## src/rtl/fetch_stage_unit.sv

```systemverilog
// fetch_stage_unit
//   Instruction-fetch stage of the 5-stage ARM-subset pipeline. It holds the PC,
//   drives the instruction memory address, and latches the fetched word together
//   with its PC+4 into the IF/ID boundary. It obeys the hazard-unit load enable
//   (stall), redirects and flushes on a taken branch resolved in ID, and counts
//   stalled cycles in a saturating counter for bring-up.
//
// Ports
//   clk            in   system clock, all state updates on rising edge
//   reset          in   synchronous, active-high reset
//   hazard_ld      in   1 = PC and IF/ID load, 0 = stall (hold)
//   branch_taken   in   branch in ID taken this cycle
//   branch_target  in   byte address of branch destination
//   imem_en        out  instruction memory enable (combinational)
//   imem_addr      out  instruction memory byte address = PC (combinational)
//   imem_data      in   instruction word at imem_addr, valid same cycle
//   pc_out         out  current PC
//   if_id_instr    out  IF/ID instruction word
//   if_id_pc4      out  IF/ID PC+4 of the latched instruction
//   if_id_valid    out  if_id_instr is a real fetched instruction
//   fetch_misalign out  sticky: a redirect target had [1:0] != 0
//   stall_count    out  saturating count of stalled cycles
//   dbg_state      out  current FSM state (S_RESET=0, S_RUN=1, S_STALL=2)
//
// Handshake: there is no valid/ready pair here. hazard_ld acts as a load enable
// for the whole stage; when it is low every PC and IF/ID register holds, and the
// memory address stays stable. A taken branch overrides the stall.

module fetch_stage_unit #(
   parameter logic [31:0] RESET_PC  = 32'h0000_0000,
   parameter logic [31:0] NOP_INSTR = 32'h0000_0000,
   parameter int          CNT_W     = 16
) (
   input  logic             clk,
   input  logic             reset,
   input  logic             hazard_ld,
   input  logic             branch_taken,
   input  logic [31:0]      branch_target,
   output logic             imem_en,
   output logic [31:0]      imem_addr,
   input  logic [31:0]      imem_data,
   output logic [31:0]      pc_out,
   output logic [31:0]      if_id_instr,
   output logic [31:0]      if_id_pc4,
   output logic             if_id_valid,
   output logic             fetch_misalign,
   output logic [CNT_W-1:0] stall_count,
   output logic [1:0]       dbg_state
);

   typedef enum logic [1:0] {
      S_RESET = 2'd0,
      S_RUN   = 2'd1,
      S_STALL = 2'd2
   } state_t;

   state_t             state_q, state_d;
   logic [31:0]        pc_q, pc_d;
   logic [31:0]        instr_q, instr_d;
   logic [31:0]        pc4_q, pc4_d;
   logic               valid_q, valid_d;
   logic               misalign_q, misalign_d;
   logic [CNT_W-1:0]   stall_cnt_q, stall_cnt_d;

   logic [31:0]        pc_plus4;

   // 32-bit modulo increment; wrapping past the top of memory is not flagged.
   assign pc_plus4 = pc_q + 32'd4;

   always_comb begin
      state_d     = state_q;
      pc_d        = pc_q;
      instr_d     = instr_q;
      pc4_d       = pc4_q;
      valid_d     = valid_q;
      misalign_d  = misalign_q;
      stall_cnt_d = stall_cnt_q;
      imem_en     = 1'b0;

      if (state_q == S_RESET) begin
         // Idle cycle after reset: no fetch, bubble in IF/ID, PC holds.
         instr_d = NOP_INSTR;
         pc4_d   = 32'd0;
         valid_d = 1'b0;
         state_d = S_RUN;
      end else begin
         imem_en = 1'b1;
         if (branch_taken) begin
            // Redirect wins over a stall: the word in IF/ID is on the wrong
            // path and is replaced by a bubble.
            pc_d    = {branch_target[31:2], 2'b00};
            instr_d = NOP_INSTR;
            pc4_d   = 32'd0;
            valid_d = 1'b0;
            state_d = S_RUN;
            if (branch_target[1:0] != 2'b00) begin
               misalign_d = 1'b1;
            end
         end else if (!hazard_ld) begin
            state_d = S_STALL;
            if (stall_cnt_q != {CNT_W{1'b1}}) begin
               stall_cnt_d = stall_cnt_q + 1'b1;
            end
         end else begin
            pc_d    = pc_plus4;
            instr_d = imem_data;
            pc4_d   = pc_plus4;
            valid_d = 1'b1;
            state_d = S_RUN;
         end
      end
   end

   always_ff @(posedge clk) begin
      if (reset) begin
         state_q     <= S_RESET;
         pc_q        <= RESET_PC;
         instr_q     <= NOP_INSTR;
         pc4_q       <= 32'd0;
         valid_q     <= 1'b0;
         misalign_q  <= 1'b0;
         stall_cnt_q <= '0;
      end else begin
         state_q     <= state_d;
         pc_q        <= pc_d;
         instr_q     <= instr_d;
         pc4_q       <= pc4_d;
         valid_q     <= valid_d;
         misalign_q  <= misalign_d;
         stall_cnt_q <= stall_cnt_d;
      end
   end

   assign imem_addr      = pc_q;
   assign pc_out         = pc_q;
   assign if_id_instr    = instr_q;
   assign if_id_pc4      = pc4_q;
   assign if_id_valid    = valid_q;
   assign fetch_misalign = misalign_q;
   assign stall_count    = stall_cnt_q;
   assign dbg_state      = state_q;

endmodule
```

## config.mk

```make
export PLATFORM = sky130hd
export DESIGN_NAME = fetch_stage_unit
export DESIGN_NICKNAME = d
export VERILOG_FILES = /design/src/rtl/fetch_stage_unit.sv
export SDC_FILE = /design/constraint.sdc
export NUM_CORES = 1
export LEC_CHECK = 0
export ABC_CLOCK_PERIOD_IN_PS = 3850
export BUFFER_PORTS_ARGS = -buffer_cell sky130_fd_sc_hd__buf_2
export CORE_MARGIN = 5
export CORE_UTILIZATION = 53
export DETAILED_ROUTE_END_ITERATION = 10
export HOLD_SLACK_MARGIN = 0.15
export PLACE_DENSITY = 0.86
export SLEW_MARGIN = 30
export SYNTH_ARGS = -nofsm -noshare
export SYNTH_HDL_FRONTEND = slang
export SYNTH_SLANG_ARGS = --single-unit
```

## constraint.sdc

```tcl
create_clock -name clk -period 3.85 [get_ports clk]
set_input_delay 0.1925 -clock clk [delete_from_list [all_inputs] [get_ports clk]]
set_output_delay 0.1925 -clock clk [all_outputs]
set_load 0.01 [all_outputs]
```

==> impl_metrics.toml <==
[grt]
grt_max_degree = 62
grt_pass1_vias = 5649
gr-total-overflow = 0
antenna_found_initial = 0
globalRouteTotalUtil_pct = 26.8
grt_pass1_wl_um = 28000

[timing]
max_freq_mhz = 380
period_needed_ns = 2.63
tightest_slew_ns = 0.899
tns_ns = 0
slew_violations = 0
setup_ws_ns = 1.22
finClkSkew_ns = 0.0112
slew-limit-headroom_pct = 40.1
period_share_pct = 68.4
rsz0062_at_grt = "false"
hold_viol_final = 0
setup_viol = 0

[detailed_routing]
drt_wl_total_um = 17900
drc = 0
vias = 5966
firstDrtPassIters = 7
wl_per_cell_um = 18.4
first_iter_violations = 491
ant_nets = 0
avgViaCountPerCell = 6.12

[critical_path]
crit_cells = 5
reg2reg_depth = 5
path_delay_family = "simple AND/OR/NAND/NOR gates"
worstPathArrival_ns = 2.90
r2r_setup_slack_ns = 1.22
r2r_end = "imem_addr[26]$_SDFFE_PP0P_"
crit_chain = "ha_1 > nand3_1 > nor3_1 > a2111oi_0 > or4_1"
critical_path.max_stage_delay_ns = 0.57
cp_data_required_time_ns = 4.12
crit_buf_inv = 0
r2r_start = "imem_addr[2]$_SDFFE_PP0P_"
slowest_stage = "nor3_1"
cp-end-kind = "flip-flop"
worstSetupStartpointType = "flip-flop"
crit_fanout = 11
path_class = "reg -> reg"

[synth]
synth_area_per_cell_um2 = 8.55
synth-seq-area-share_pct = 40.3
netlist-cell-type-count = 63
synth-main-ff-cell = "dfxtp_1"
syn_inst = 651
yosysMostFrequentCell = "dfxtp_1"
synth_area_um2 = 5560
synth.top_cell.area_share_pct = 40.3
ys_warn_count = 0
netlist_top_cells_area = "dfxtp_1, a22o_1, buf_4"
synth_common_cells = "dfxtp_1, nand2_1, clkbuf_1"
synthArstFlopShare_pct = 0
ys_ff_latch = 112
synth-edff-count = 0
synth_area_leader_cell = "dfxtp_1"

[cts]
cts_max_level = 3
cts_max_path_buffers = 2
cts_tree = "done"
clk_pin_slew_ns = 0.11
clock-root-buffer = "clkbuf_8"
cts_num_sinks = 112
clk_latency_ns = 0.38
cts_buffers = 9
post-cts-setup-buffer-count = 0

[floorplanning]
start_util_pct = 54.1
die_area_um2 = 12600
pin_count = 217
std_cell_rows = 37
fp.coreArea_um2 = 10300
die_w_um = 112
die_y_um = 112

[worst_hold_path]
holdCritPathClass = "in -> reg"
hold_end = "imem_addr[31]$_SDFFE_PP0P_"
min_path_cells = 3
hp-start = "branch_target[31]"

[flow_run]
max_cap_violations = 0

[pwr]
p_leak_uw = 0.00303
power.density_nw_per_um2 = 318
ir_worst_vdd_uv = 199

[placed_design]
portBuffers = 210
dp.final_hpwl_um = 11700
dp_slack_ns = 1.28
place_congestion = 0.925

[final_layout]
syn_to_final_growth_pct = 25.7
nets = 904
drive_gt1_share_pct = 29.7
diodes = 0

[run_status]
status = "finished, final reports clean"
==> cell families after synthesis <==
family	after synthesis	share of synthesized area (%)
and+or+nand+nor	232	22.3
AOI/OAI and AO/OA	178	22.8
DFF	112	40.3
buffers and inverters	99	9.33
muxes	14	2.72
xor gates and xnor gates	13	2.05
adders and majority gates	2	0.450
other	1	0.0674
==> area by class of cell <==
cell class	instances	area [µm²]
fill	843	3280
multi-input combinational	445	2850
sequential	112	2240
timing repair buffer	257	1520
tap	136	170
clock buffer	10	128
clock inverter	6	52.6
inverter	9	33.8
==> cells in the final DEF (no fill, tap or decap), drive strengths merged, types with 15 or more instances in the layout <==
cell type | netlist | layout
a21oi | 20 | 20
a22o | 33 | 33
buf | 49 | 212
dfxtp | 112 | 112
dlygate4sd3 | 0 | 45
nand2 | 68 | 68
nand3 | 27 | 27
nand4 | 16 | 16
nor2 | 29 | 29
nor3 | 15 | 15
o211ai | 21 | 21
o21ai | 36 | 36
or4 | 24 | 24
==> timing repair <==
| item | 4_1_cts | 5_1_grt |
|---|---|---|
| endpoints found under the hold margin | 44 | 0 |
| hold buffers | 45 | 0 |
| gates resized for setup | 0 | 0 |
==> sequential cells by signal, summed over array words and instances, names as in the netlist <==
name            flops
fetch_misalign      1
stall_count        16
dbg_state           2
if_id_pc4          30
imem_addr          30
if_id_valid         1
if_id_instr        32
==> layer usage <==
metal  wire length (µm)  vias to the layer above  global-route usage [%]
met5                  0                        -                       0
met4                642                        0                    11.6
met3               1670                       60                    6.74
met2               8840                      325                    46.1
met1               6740                     2815                    31.5
li1                   -                     2766                       -
==> tightest hold or removal path: cells and delay by family <==
family	cells	cell delay, ns
compound gates	2	0.24
buf+inv	1	0.07
==> metrics by stage <==
step           total power, µW  utilization [%]  instances  hold WS [ns]  cell area (µm²)
2_1_floorplan             1440                -        656         0.318             5580
3_3_place_gp              1530             61.7        914         0.402             6340
3_5_place_dp              1540             61.8        914         0.405             6350
4_1_cts                   2220             67.9        975         0.150             6980
5_1_grt                   2320             68.1        975         0.153             6990
6_report                  2220             68.1        975         0.158             6990
==> worst max path at each step <==
stage,from,end,slack [ns]
CTS,imem_addr[2]$_SDFFE_PP0P_,imem_addr[26]$_SDFFE_PP0P_,1.26
global route,imem_addr[2]$_SDFFE_PP0P_,imem_addr[26]$_SDFFE_PP0P_,1.07
finish,imem_addr[2]$_SDFFE_PP0P_,imem_addr[26]$_SDFFE_PP0P_,1.22
global placement,imem_addr[2]$_SDFFE_PP0P_,imem_addr[26]$_SDFFE_PP0P_,1.35
detailed placement,imem_addr[2]$_SDFFE_PP0P_,imem_addr[26]$_SDFFE_PP0P_,1.28
floorplan,imem_addr[2]$_SDFFE_PP0P_,imem_addr[22]$_SDFFE_PP0P_,1.69
==> power by group <==
group / leakage, µW / switching (µW) / internal (µW)
Clock: 0.0000850 / 423 / 245
Sequential: 0.000908 / 56.5 / 1190
Combinational: 0.00204 / 170 / 140
Total: 0.00303 / 649 / 1570
(Power assumes the default switching activity.)
